[config.mk]
export PLATFORM = sky130hd
export DESIGN_NAME = riscv_boot_ctrl
export DESIGN_NICKNAME = d
export VERILOG_FILES = /design/src/rtl/riscv_boot_ctrl.sv
export SDC_FILE = /design/constraint.sdc
export NUM_CORES = 1
export LEC_CHECK = 0
export BUFFER_PORTS_ARGS = -buffer_cell sky130_fd_sc_hd__buf_2
export CORE_MARGIN = 5
export CORE_UTILIZATION = 35
export DETAILED_ROUTE_END_ITERATION = 8
export PLACE_DENSITY = 0.68
export SYNTH_ARGS = -nofsm -noshare
export SYNTH_HDL_FRONTEND = slang
export SYNTH_SLANG_ARGS = --single-unit
[constraint.sdc]
create_clock -name clk -period 4.92 [get_ports clk]
set_input_delay 0.246 -clock clk [delete_from_list [all_inputs] [get_ports clk]]
set_output_delay 0.246 -clock clk [all_outputs]
set_load 0.005 [all_outputs]
[src/rtl/riscv_boot_ctrl.sv]
// Boot sequencer for the single-cycle RISC-V core: streams an image into
// instruction memory under core reset, runs it, and halts on breakpoint or cycle budget.
module riscv_boot_ctrl #(
  parameter int ADDR_W     = 8,
  parameter int MAX_CYCLES = 1000000
) (
  input  logic              clk,
  input  logic              reset,
  input  logic              load_start,
  input  logic [ADDR_W:0]   ld_count,
  input  logic              abort,
  input  logic              ld_valid,
  input  logic [31:0]       ld_data,
  output logic              ld_ready,
  output logic              imem_we,
  output logic [ADDR_W-1:0] imem_addr,
  output logic [31:0]       imem_wdata,
  output logic              cpu_reset,
  input  logic [31:0]       cpu_pc,
  input  logic              halt_en,
  input  logic [31:0]       halt_addr,
  output logic              running,
  output logic              done,
  output logic [1:0]        halt_reason,
  output logic [31:0]       run_cycles
);

  typedef enum logic [1:0] {
    S_IDLE,
    S_LOAD,
    S_RUN,
    S_DONE
  } state_t;

  localparam logic [ADDR_W:0] DEPTH_C = {1'b1, {ADDR_W{1'b0}}};
  localparam logic [ADDR_W:0] ONE_C   = {{ADDR_W{1'b0}}, 1'b1};
  localparam bit              BUDGET_ON = (MAX_CYCLES != 0);
  localparam logic [31:0]     LAST_CYC  = 32'(MAX_CYCLES - 1);

  localparam logic [1:0] HR_NONE   = 2'b00;
  localparam logic [1:0] HR_BREAK  = 2'b01;
  localparam logic [1:0] HR_BUDGET = 2'b10;

  state_t          state_q;
  state_t          state_d;
  logic [1:0]      reason_q;
  logic [1:0]      reason_d;
  logic            cpu_reset_q;
  logic [ADDR_W:0] idx_q;
  logic [ADDR_W:0] cnt_q;
  logic [ADDR_W:0] cnt_in;
  logic [31:0]     run_q;

  logic start_ok;
  logic xfer;
  logic last_word;
  logic bp_hit;
  logic bud_hit;
  logic run_entry;
  logic run_sat;

  // Handshake qualifiers and halt conditions.
  always_comb begin
    start_ok  = load_start & ~abort &
                ((state_q == S_IDLE) | (state_q == S_DONE));
    xfer      = (state_q == S_LOAD) & ld_valid & ~abort;
    last_word = (idx_q == (cnt_q - ONE_C));
    bp_hit    = halt_en & (cpu_pc == halt_addr);
    bud_hit   = BUDGET_ON & (run_q == LAST_CYC);
    cnt_in    = (ld_count > DEPTH_C) ? DEPTH_C : ld_count;
    run_sat   = (run_q == '1);
  end

  // Next-state and halt-reason selection; abort overrides everything.
  always_comb begin
    state_d  = state_q;
    reason_d = reason_q;
    unique case (state_q)
      S_IDLE, S_DONE: begin
        if (start_ok) begin
          reason_d = HR_NONE;
          if (ld_count == '0) begin
            state_d = S_RUN;
          end else begin
            state_d = S_LOAD;
          end
        end
      end
      S_LOAD: begin
        if (xfer && last_word) begin
          state_d = S_RUN;
        end
      end
      S_RUN: begin
        if (bp_hit) begin
          state_d  = S_DONE;
          reason_d = HR_BREAK;
        end else if (bud_hit) begin
          state_d  = S_DONE;
          reason_d = HR_BUDGET;
        end
      end
      default: begin
        state_d = S_IDLE;
      end
    endcase
    if (abort) begin
      state_d  = S_IDLE;
      reason_d = HR_NONE;
    end
  end

  assign run_entry = (state_d == S_RUN) & (state_q != S_RUN);

  // State, core reset and halt reason registers.
  always_ff @(posedge clk or negedge reset) begin
    if (!reset) begin
      state_q     <= S_IDLE;
      cpu_reset_q <= 1'b1;
      reason_q    <= HR_NONE;
    end else begin
      state_q     <= state_d;
      cpu_reset_q <= (state_d != S_RUN);
      reason_q    <= reason_d;
    end
  end

  // Load word index and latched, clamped word count.
  always_ff @(posedge clk or negedge reset) begin
    if (!reset) begin
      idx_q <= '0;
      cnt_q <= '0;
    end else if (start_ok) begin
      idx_q <= '0;
      cnt_q <= cnt_in;
    end else if (xfer) begin
      idx_q <= idx_q + ONE_C;
    end
  end

  // Run-cycle counter: cleared on RUN entry, saturating, held on abort.
  always_ff @(posedge clk or negedge reset) begin
    if (!reset) begin
      run_q <= '0;
    end else if (abort) begin
      run_q <= run_q;
    end else if (run_entry) begin
      run_q <= '0;
    end else if ((state_q == S_RUN) && !run_sat) begin
      run_q <= run_q + 32'd1;
    end
  end

  // Output decode.
  always_comb begin
    ld_ready    = (state_q == S_LOAD);
    imem_we     = xfer & ld_ready;
    imem_addr   = idx_q[ADDR_W-1:0];
    imem_wdata  = ld_data;
    cpu_reset   = cpu_reset_q;
    running     = (state_q == S_RUN);
    done        = (state_q == S_DONE);
    halt_reason = reason_q;
    run_cycles  = run_q;
  end

endmodule

==> results.md, run 1 <==
- The flow ran to the end, and the final reports show no timing, DRC or antenna violations.
- The total count of hold-check failures in the final report is 0.
- The number of antenna violations at the first check in global routing is 0.
- The instance count of the mapped netlist is between 400 and 500.
- The area of the multi-input gates is ~0.0022 mm2.
- After synthesis, the cell types taking the most area are dfrtp_1, xor2_1, buf_4.
- The power density normalized to cell area is approximately 320 mW/mm2.
- The part of the total power dissipated in sequential elements is 0.410.
- On the critical path, the stage with the largest delay is an instance of dfrtp_1.
- The min-delay analysis places its worst path in the category primary input to async pin.
- The placer congestion estimate is between 0.8 and 0.9.
- The count of flip-flops with a built-in enable after synthesis is 0.
- Yosys printed 0 warnings.
- The max-slew violation total from the final report is 0.
- Dividing the detail-routed via count by the number of cells gives 5.06.
- The internal power of the cells totals 929 uW.
- The first global-routing pass estimated between 15,000 and 20,000 um of wire.
- The initial standard-cell utilization of the core is 0.359.
- For this run, the detailed router's first-pass iteration total came to 5.
- The share of total power dissipated in combinational logic is 0.342.
- For this design the static power due to leakage is roughly 2.2 nW.
- The remaining max-slew budget at the tightest pin is 0.485.
- The half-perimeter wire length after placement is about 7800 um.
- The critical path's most frequent cell is nand3_1.
- The number of max-cap violations is 0.
- In the finished design, the share of the clock period the worst path needs comes to 0.503.
- The standard cell area after detailed placement is 0.00439 mm2.
- The signal on the critical path passes through inv_1, ha_1, and3b_1, nand3_1, nor2_1, nand3_1, o31ai_4, buf_4, o31ai_1.
- IR analysis of the VDD net gives a maximum drop of between 200 and 250 uV.
- The total number of H-tree levels is 2.
- On the final layout, the worst clock skew is approximately 0.0056 ns.
- In the final layout, the share of cells above drive strength 1 is 0.289.
- The width of the die is roughly 120 um.
- The synthesized netlist occupies a cell area of roughly 0.0039 mm2.
- The category of the worst setup path capture point is a register.
- For this run, the slowest stage of the critical path takes 0.44 ns.
- The final core utilization is 0.415.
- The switching part of the total is 0.356.
- Counting along the longest clock path gives a buffer depth of 2.
- Ranked by instance count, the synthesized netlist is headed by nor2_1, xor2_1, dfrtp_1.
- In the global route stage, overall resource usage came out at 0.147.
- The startpoint type of the worst setup path is a register.
- The largest fanout on the critical path is 31.
- Data on the critical path arrives at its endpoint at around 2.6 ns.
- The class of the most critical setup path is register to register.
- The fmax is between 400 and 500 MHz.
- The top-area cell type share of the netlist area is 0.344.
- Summed over all instances, the cell type with the most area after synthesis is dfrtp_1.
- The number of nets handed over by synthesis was between 500 and 600.
- The number of cells in the design after placement is around 660.
- The proportion of synthesized flip-flops having asynchronous set or reset is 1.00.
- The count of filler cells inserted in the layout is approximately 1,100.
- After synthesis the netlist holds a flip-flop and latch count of 55.
- TritonCTS built the clock tree.
- The register area share after synthesis is 0.351.
- The wire length per cell after detailed routing is about 15 um.
- Setup violations remaining at the end of the flow were counted as 0.
- Summing over every cut layer, the via total after detailed routing is 3,384.
- After detailed routing, the number of remaining DRC violations is 0.
- The synthesized netlist contains between 50 and 60 unique library cells.
- The floorplan die height is 116 um.
- For this run the aggregate overflow at the end of global routing stands at 0.
- The most common cell in the synthesized netlist is nor2_1.
- Clock tree synthesis selected as its root buffer the cell clkbuf_16.
- The minimum clock period is about 2.5 ns.
- The overall die area is approximately 0.013 mm2.
- The number of antenna diodes in the final layout is 0.
- At the worst endpoint, the required time is 5.07 ns.
- The clock-pin transition on the worst setup and hold timing paths is around 0.070 ns.
- The most critical setup path has its startpoint at state_q[1].
- The number of cells traversed by the worst register-to-register path is 9.
- The met1 usage in global routing is 0.178.
- The number of instances resized during post-cts repair is 0.
- The net total in the final layout is ~650.
- The relative area change from synthesis to final layout is 15.5%.
- The net switching component of the power is between 500 and 600 uW.
- Of the total power, the clock network draws 0.248.
- The number of global-route vias before repair is around 3,400.
- The total core area is around 0.011 mm2.
- The setup TNS after final layout is 0 ns.
- Setup repair after global routing left no endpoint under its margin.
- The capturing point of the worst reg2reg path is run_cycles[1].
- In the synthesized netlist the dominant register cell turns out to be dfrtp_1.
- The placement row count is 38.
- In this run the critical register-to-register path is launched from state_q[1].
- Summing all flip-flop and latch instances after layout gives between 0.001 and 0.0015 mm2.
- For this run, the number of standard cells in the final layout without fillers is around 670.
- Clock tree synthesis found a total of 55 sinks.
- The most crowded layer after global routing is met2.
- The quantity of hold-fixing buffers added after cts is 0.
- In this run, the number of DRC markers left after iteration 0 of detailed routing was roughly 240.
- The number of buffers added by the clock tree synthesis step is 5.
- Dividing the synthesized area by the synthesized cell count gives between 8 and 9 um2.
- During placement, the flow inserted port buffers numbering approximately 130.
- Entering global routing, the biggest net connects 56 pins.
- For met3 alone, demand over resource in global routing was 0.0329.
- For met2 alone, demand over resource in global routing was 0.259.
- The worst-margin pin slew is about 0.77 ns.
- The I/O pin count is 190.
- Once detail routing completed, the nets flagged for antenna violations numbered 0.
- The tightest hold path in the finished design has a slack of 0.0550 ns.
- The design area is about 0.0045 mm2.
- The post-CTS setup buffer count is 0.
- The worst-skew pair later-pin latency is approximately 0.30 ns.
- Across all register-to-register paths, the minimum setup slack is 2.45 ns.
- The total wire length after detailed routing is 9800 um.
-- cells in the final DEF (no fill, tap or decap), drive strengths merged, types with 2 or more instances in the layout --
master	synthesis	layout
or3	4	4
ha	7	7
clkbuf	5	6
inv	9	9
or4	3	3
mux2i	2	2
nand3	26	26
a211oi	4	4
or2	5	5
nand2	39	39
xnor2	21	21
and3	2	2
a31oi	5	5
and4b	3	3
nor3b	3	3
nand2b	3	3
xor2	56	56
nor2	61	61
buf	47	128
nand3b	9	9
o21ai	10	10
nor4	15	15
o31ai	5	5
nor2b	4	4
a21oi	2	2
dfrtp	54	54
nand4	15	15
nor3	13	13
-- worst max-delay path, delay by kind of cell (launching register included) --
kind	cells	cell delay, ns
AND/OR/NAND/NOR	4	0.81
AO/OA/AOI/OAI	2	0.37
adder cells (fa/ha/maj)	1	0.28
flip-flops	1	0.44
buffers and inverters	2	0.43
-- power groups by stage --
stage | logic, mW | clock network (mW) | registers, mW
after floorplan | 0.373 | 0 | 0.582
after global placement | 0.476 | 0 | 0.598
after global routing | 0.553 | 0.386 | 0.604
final | 0.492 | 0.358 | 0.592
after CTS | 0.496 | 0.369 | 0.592
after detailed placement | 0.495 | 0 | 0.601
-- registers in the layout, summed over array words and instances, names as in the netlist --
register,cells
halt_reason,2
idx_q,9
run_cycles,32
state_q,2
cnt_q,9
cpu_reset,1
-- worst max-delay path by stage --
stage                           endpoint  slack (ns)
after global placement     run_cycles[1]        2.52
after floorplan           run_cycles[29]        2.71
after CTS                  run_cycles[1]        2.45
final                      run_cycles[1]        2.45
after detailed placement   run_cycles[1]        2.47
after global routing       run_cycles[1]        2.24
-- through the flow --
step / worst slack, ns / power, mW
2_1_floorplan: 2.71 / 0.955
3_3_place_gp: 2.52 / 1.07
3_5_place_dp: 2.47 / 1.10
4_1_cts: 2.45 / 1.46
5_1_grt: 2.24 / 1.54
6_report: 2.45 / 1.44
-- layer usage --
layer,part of all wire,vias up
met5,0,-
met3,0.063,16
li1,-,1660
met4,0.015,0
met1,0.42,1603
met2,0.50,105
-- cell families after synthesis --
logic type	share of synthesized area
AOI/OAI and AO/OA	0.0685
xor gates and xnor gates	0.172
adders and majority gates	0.0223
buffers and inverters	0.102
DFF	0.351
muxes	0.00510
and+or+nand+nor	0.280
-- cell type report --
type / count / area share
sequential: 55 / 0.304
clock buffer: 6 / 0.0306
inverter: 9 / 0.00745
tap: 140 / 0.0386
timing repair buffer: 128 / 0.143
clock inverter: 1 / 0.00110
multi-input combinational: 330 / 0.476
Note: power is estimated with default switching activity, not from simulation.
==> inputs of run 2 (changes only) <==
--- a/config.mk
+++ b/config.mk
@@ -5,6 +5,7 @@
 export SDC_FILE = /design/constraint.sdc
 export NUM_CORES = 1
 export LEC_CHECK = 0
+export ABC_AREA = 1
 export BUFFER_PORTS_ARGS = -buffer_cell sky130_fd_sc_hd__buf_2
 export CORE_MARGIN = 5
 export CORE_UTILIZATION = 35
==> constraint.sdc (replaced) <==
create_clock -name clk -period 2.09 [get_ports clk]
set_input_delay 0.1045 -clock clk [delete_from_list [all_inputs] [get_ports clk]]
set_output_delay 0.1045 -clock clk [all_outputs]
set_load 0.005 [all_outputs]
==> results.md, run 2 <==
- The warning count from the yosys run is 0 (unchanged).
- The register area share after synthesis was 0.284 (-0.0664).
- The number of antenna-violating nets in the routed design is 0 (unchanged).
- The initial standard-cell utilization of the core is 0.353 (-0.00603).
- STA classifies the critical path endpoint as a register.
- The worst ir drop on vdd is 399 uV (+70%).
- The net total in the final layout is 998 (+54%).
- The residual DRC count is 0 (unchanged).
- The critical path arrival is 2.32 ns (-0.31 ns).
- The post-layout instance count excluding filler cells is 1,061 (+59%).
- The flip-flop cell with the highest count after synthesis is dfrtp_1.
- The number of max-cap violations is 0 (unchanged).
- The worst endpoint required time is 2.28 ns (-2.79 ns).
- In this run the worst setup path begins at state_q[0].
- The overall die area is 0.0163 mm2 (+21%).
- In this run the critical register-to-register path is launched from state_q[0].
- The number of buffers added by the clock tree synthesis step was 5 (unchanged).
- The width of the die is 128 um (+10%).
- The most numerous cell in the Yosys netlist is nand2_1.
- Setup repair after global routing could not meet its margin everywhere.
- The number of cells traversed by the worst register-to-register path came to 14 (+5).
- The placer congestion estimate came to 0.957 (+7.5%).
- The tree is rooted in a clkbuf_16.
- The fraction of final layout cells sized beyond drive strength 1 is 0.262 (-0.0270).
- The period utilization is 1.02 (+0.515).
- The post-synthesis cell type count is 38 (-32%).
- The vias after detailed routing came to 4,943 (+46%).
- The max-slew violation total from the final report was 0 (unchanged).
- The relative area change from synthesis to final layout is 22.9%.
- The setup slack of the critical path after layout is -0.0379 ns (-2.48 ns).
- The flow ran to the end, but the final reports show violations.
- The count of routing violations after the opening detailed-route iteration is 299 (+26%).
- The I/O pin count is 190 (unchanged).
- The number of antenna violations at the first check in global routing was 0 (unchanged).
- The placement row count is 43 (+13%).
- The total core area is 0.0137 mm2 (+25%).
- The half-perimeter wire length after placement came to 10,900 um (+40%).
- The buffer levels on the longest clock path is 2 (unchanged).
- The total wire length after detailed routing was 13,500 um (+38%).
- By area the synthesized netlist is led by dfrtp_1, nand2_1, inv_1.
- The power density normalized to cell area is 754 mW/mm2 (+140%).
- The number of diodes added for antenna fixing is 0 (unchanged).
- The count of flip-flops with a built-in enable after synthesis is 0 (unchanged).
- The static leakage is 3.37 nW (+54%).
- The remaining max-slew budget at the tightest pin was 0.577 (+0.0919).
- The instance count of the mapped netlist is 748 (+68%).
- The total overflow reported by the global router came to 0 (unchanged).
- The number of optimization iterations in the first detailed-route pass is 5 (unchanged).
- The library cell with the largest summed area after synthesis is dfrtp_1.
- The largest fanout on the critical path is 34 (+9.7%).
- The number of clock sinks is 55 (unchanged).
- The post-place setup slack was -0.0800 ns (-2.55 ns).
- The number of cells in the design after placement is 1,050 (+59%).
- The clock-pin transition on the worst setup and hold timing paths is 0.08 ns (about the same).
- The wire length of the first global-routing pass is 22,000 um (+38%).
- The floorplan die height was 128 um (+10%).
- The mean post-synth cell area is 6.48 um2 (-26%).
- Leaving out fill and tap cells, the most frequent cells in the layout are nand2_1, buf_2, inv_1.
- The number of flip-flops and latches in the synthesized netlist is 55 (unchanged).
- The worst setup skew after layout is 0.00723 ns (+0.00167 ns).
- The worst hold path class is primary input to register.
- The worst-margin pin slew came to 0.627 ns (-0.142 ns).
- The proportion of synthesized flip-flops having asynchronous set or reset is 1.00 (unchanged).
- The netlist area before placement was 0.00484 mm2 (+23%).
- The worst hold path startpoint is ld_count[6].
- The worst hold path stage count is 3.
- The total setup violations reported at the end of the flow was 20 (+20).
- The total number of H-tree levels is 2 (unchanged).
- The checks that failed: negative setup slack.
- The largest net degree at the start of global routing was 46 (-18%).
- The worst-skew pair later-pin latency is 0.30 ns (about the same).
- The startpoint type of the worst setup path is a register.
- The count of port buffers added during placement is 125 (unchanged).
- The flip-flop count of the largest register, all copies and words added is 32 (unchanged).
- By count the netlist is led by nand2_1, inv_1, nor2_1.
- The total count of hold-check failures in the final report is 0 (unchanged).
- The top-area cell type share of the netlist area is 0.279 (-0.0651).
- The critical path in this run is classified as register to register.
- The fmax is 470 MHz (+16%).
- The wire length per cell after detailed routing is 12.7 um (-13%).
- The library cell used most frequently in the layout, excluding fill and tap cells, is nand2_1.
- The number of vias per cell came to 4.66 (-7.9%).
- TritonCTS built the clock tree.
- The minimum clock period is 2.13 ns (-0.345 ns).
- The number of global-route vias before repair is 4,664 (+39%).
- The aggregate global-route resource usage is 0.163 (+0.0168).
- The net count after synthesis is 866 (+54%).
## run 2: final timing paths
| kind | endpoint | slack, ns |
|---|---|---|
| setup / recovery | run_cycles[9] | -0.04 |
| max in group asynchronous | run_cycles[2] | 1.31 |
| setup reg to reg | run_cycles[9] | -0.04 |
| min in group asynchronous | cnt_q[7] | 0.22 |
| hold / removal | cnt_q[6] | 0.06 |
| hold reg to reg | halt_reason[0] | 0.48 |
## run 2: logic make-up after synthesis
| family | Yosys count | share of synthesized area |
|---|---|---|
| AOI/OAI and AO/OA | 37 | 0.0465 |
| xor gates and xnor gates | 35 | 0.0648 |
| adders and majority gates | 7 | 0.0181 |
| buffers and inverters | 182 | 0.184 |
| DFF | 55 | 0.284 |
| and+or+nand+nor | 432 | 0.403 |
## run 2: metal layers
layer	vias to the layer above	wire, um	GRT usage
li1	2553	-	-
met1	2228	5990	0.215
met2	146	6610	0.285
met3	16	763	0.0271
met4	0	116	0.0325
met5	-	0	0
## run 2: power breakdown
part / switching (mW) / internal (mW)
registers: 0.145 / 1.21
logic: 1.27 / 0.878
clock network: 0.416 / 0.573
total: 1.83 / 2.66
## run 2: area by class of cell
type / instances / area, um2
clock buffers: 5 / 125
clock inverters: 3 / 47.5
fillers: 1478 / 7760
inverters: 128 / 482
multi-input cells: 511 / 2610
flip-flops and latches: 55 / 1380
well taps: 180 / 225
repair buffers: 179 / 1080
## run 2: worst max-delay path, stage by stage, from the launching register on
cell and delay, ns:
dfrtp_1 0.41, inv_1 0.08, ha_1 0.31, inv_2 0.05, nor2_1 0.08, nand2_1 0.09
inv_2 0.08, nand3b_1 0.10, o21ai_1 0.10, o21ai_1 0.10, a21oi_4 0.16, nand3_4 0.12
buf_12 0.19, nand3_1 0.08, nand2_1 0.07
## run 2: through the flow
| step | utilization | instance area, um2 | hold WS [ns] | setup TNS, ns | power (mW) |
|---|---|---|---|---|---|
| floorplan | - | 4850 | -0.191 | 0 | 2.80 |
| global placement | 0.417 | 5720 | 0.000166 | -0.261 | 3.40 |
| detailed placement | 0.417 | 5720 | 0.00688 | -1.69 | 3.43 |
| CTS | 0.433 | 5940 | 0.0521 | -0.457 | 4.49 |
| global route | 0.434 | 5950 | 0.0757 | -6.72 | 4.84 |
| finish | 0.434 | 5950 | 0.0572 | -0.354 | 4.49 |
## run 2: what timing repair did
action | in CTS | in global routing
setup endpoints to repair | 32 | 33
pin swaps | 1 | 0
hold endpoints to repair | 10 | 0
gates resized for setup | 5 | 4
hold buffers | 1 | 0
setup buffers | 1 | 1
==> inputs of run 3 (changes only) <==
--- a/config.mk
+++ b/config.mk
@@ -11,6 +11,7 @@
 export CORE_UTILIZATION = 35
 export DETAILED_ROUTE_END_ITERATION = 8
 export PLACE_DENSITY = 0.68
+export REMOVE_ABC_BUFFERS = 1
 export SYNTH_ARGS = -nofsm -noshare
 export SYNTH_HDL_FRONTEND = slang
 export SYNTH_SLANG_ARGS = --single-unit
==> results.md, run 3 (synthesis gave the netlist of run 2 again) <==
- The part of the total power dissipated in sequential elements is 0.277 (-0.025).
- The worst hold path class is primary input to register.
- The minimum clock period was 2.21 ns (+0.0869 ns).
- The global-route track usage on met2 is 0.310 (+0.0251).
- The met1 usage in global routing is 0.262 (+0.0475).
- Setup repair after global routing could not meet its margin everywhere.
- The buffer levels on the longest clock path is 2 (unchanged).
- The worst ir drop on vdd is 426 uV (+6.8%).
- The fraction of final layout cells sized beyond drive strength 1 is 0.295 (+0.0332).
- The vias after detailed routing is 5,113 (+3.4%).
- The final core utilization is 0.448 (+0.0140).
- The initial standard-cell utilization of the core is 0.353 (unchanged).
- The overall die area is 0.0163 mm2 (unchanged).
- The largest fanout on the critical path is 7 (-79%).
- The class of the most critical setup path is register to register.
- The cell with the biggest individual delay on the critical path is dfrtp_1.
- The combinational fraction of design power is 0.518 (+0.041).
- The top cell types in the final layout, fill and taps aside, are nand2_1, buf_2, inv_1.
- The switching part of the total is 0.399 (-0.00740).
- The count of routing violations after the opening detailed-route iteration is 415 (+39%).
- In this design, the critical path's most frequently occurring cell is nand2_1.
- The number of diodes added for antenna fixing is 0 (unchanged).
- The placer congestion estimate is 0.941 (-1.6%).
- The largest net degree at the start of global routing was 34 (-26%).
- The design area is 0.00615 mm2 (+3.2%).
- The number of global-route vias before repair is 4,947 (+6.1%).
- The worst setup path is captured at a register.
- The area growth from synthesis to layout is 26.9%.
- The total wire length after detailed routing is 16,200 um (+20%).
- The count of port buffers added during placement is 125 (unchanged).
- The worst-skew pair later-pin latency is 0.30 ns (about the same).
- The I/O pin count is 190 (unchanged).
- The static leakage came to 3.44 nW (+2.0%).
- The worst setup path is launched from a register.
- The global routing stage identified its most utilized layer as met2.
- The max-slew violation total from the final report is 0 (unchanged).
- The standard cell area after detailed placement is 0.00569 mm2 (-0.66%).
- The wire length of the first global-routing pass is 25,600 um (+16%).
- The power density normalized to cell area is 802 mW/mm2 (+6.3%).
- The placement row count is 43 (unchanged).
- The total power of the final layout was 4.93 mW (+9.8%).
- The remaining max-slew budget at the tightest pin was 0.594 (+0.0172).
- The flip-flop count of the largest register, all copies and words added came to 32 (unchanged).
- The root buffer cell chosen for the clock tree is clkbuf_16.
- The net total in the final layout was 1,004 (+0.60%).
- The global-route met3 utilization is 0.0808 (+0.0537).
- The critical path arrival came to 2.41 ns (+0.09 ns).
- The total overflow reported by the global router is 0 (unchanged).
- The total setup violations reported at the end of the flow is 31 (+55%).
- The worst hold margin was 0.0278 ns (-0.0294 ns).
- The run finished, with violations left.
- The number of optimization iterations in the first detailed-route pass is 5 (unchanged).
- The number of vias per cell is 4.79 (+2.9%).
- The total internal power is 2.96 mW (+11%).
- The width of the die is 128 um (unchanged).
- The final reports fail on negative setup slack.
- TritonCTS built the clock tree.
- The largest stage delay on the critical path is 0.39 ns (-0.02 ns).
- The worst setup skew after layout came to 0.00733 ns (+0.0000981 ns).
- The clock group share of total power is 0.205 (-0.015).
- The total core area is 0.0137 mm2 (unchanged).
- The total number of H-tree levels is 2 (unchanged).
- The fmax is 452 MHz (-3.9%).
- The number of antenna violations at the first check in global routing came to 0 (unchanged).
- The net switching component of the power came to 1.97 mW (+7.8%).
- The library cell used most frequently in the layout, excluding fill and tap cells, is nand2_1.
- The number of buffers added by the clock tree synthesis step is 5 (unchanged).
- The number of clock sinks is 55 (unchanged).
- The floorplan die height came to 128 um (unchanged).
- The aggregate global-route resource usage came to 0.199 (+0.0355).
- The residual DRC count is 0 (unchanged).
- The period utilization came to 1.06 (+0.0416).
- The number of antenna-violating nets in the routed design is 0 (unchanged).
- The total count of hold-check failures in the final report is 0 (unchanged).
- The number of max-cap violations was 0 (unchanged).
- The worst-margin pin slew is 0.603 ns (-0.0242 ns).
- The setup slack of the critical path after layout is -0.125 ns (-0.0869 ns).
- The worst endpoint required time is 2.28 ns (about the same).
- The wire length per cell after detailed routing came to 15.2 um (+19%).
- The half-perimeter wire length after placement is 12,800 um (+17%).
- The critical path goes through inv_2, ha_4, inv_2, nand2_1, nand2_1, nand3_1, nor2_1, nand2_1, nor2_1, nand2_1, nand2_1, nand2_2, a21oi_4, nand3_4, buf_6, buf_16, nand3_2, nand2_1.
- The clock-pin transition on the worst setup and hold timing paths was 0.08 ns (about the same).
-- run 3: metal layers --
| metal | vias up | part of all wire |
|---|---|---|
| li1 | 2566 | - |
| met3 | 22 | 0.095 |
| met5 | - | 0.0055 |
| met1 | 2335 | 0.44 |
| met2 | 188 | 0.45 |
| met4 | 2 | 0.011 |
-- run 3: power groups by stage --
stage	Sequential [mW]	Clock [mW]	Combinational, mW
2_1_floorplan	1.35	0	1.22
3_3_place_gp	1.37	0	1.97
3_5_place_dp	1.37	0	2.00
4_1_cts	1.36	1.03	2.47
5_1_grt	1.38	1.08	2.81
6_report	1.37	1.01	2.55
-- run 3: through the flow --
stage,setup slack (ns),setup TNS [ns],std cells
floorplan,-0.545,-16.37,694
global placement,-0.0161,-0.131,1047
detailed placement,-0.0559,-1.16,1047
CTS,-0.0730,-0.938,1065
global route,-0.361,-9.35,1067
finish,-0.125,-2.33,1067
-- run 3: layout make-up --
| cell class | instances | area [um2] |
|---|---|---|
| well taps | 180 | 225 |
| clock buffers | 6 | 139 |
| multi-input cells | 511 | 2700 |
| fillers | 1447 | 7570 |
| flip-flops and latches | 55 | 1380 |
| repair buffers | 185 | 1190 |
| clock inverters | 2 | 35.0 |
| inverters | 128 | 484 |
-- run 3: critical path: cells and delay by family (launching register included) --
family	cells	cell delay, ns
AND/OR/NAND/NOR	12	0.86
buffers and inverters	4	0.44
flip-flops	1	0.39
adder cells (fa/ha/maj)	1	0.21
AO/OA/AOI/OAI	1	0.18
-- run 3: repair_timing --
item	CTS	global route
buffers inserted	6	2
endpoints found under the setup margin	32	35
cloned	3	0
pin swaps	0	7
hold endpoints to repair	14	0
resized for setup	28	12
hold buffers	1	0
-- run 3: final timing paths --
path                           startpoint        endpoint  slack, ns  cells after the start
setup / recovery                 cnt_q[0]   run_cycles[5]      -0.12                     18
hold / removal                ld_count[6]        cnt_q[6]       0.03                      3
setup reg to reg                 cnt_q[0]   run_cycles[5]      -0.12                     18
hold reg to reg            halt_reason[0]  halt_reason[0]       0.49                      2
max in group asynchronous           reset  run_cycles[17]       1.21                      3
min in group asynchronous           reset        cnt_q[3]       0.25                      2
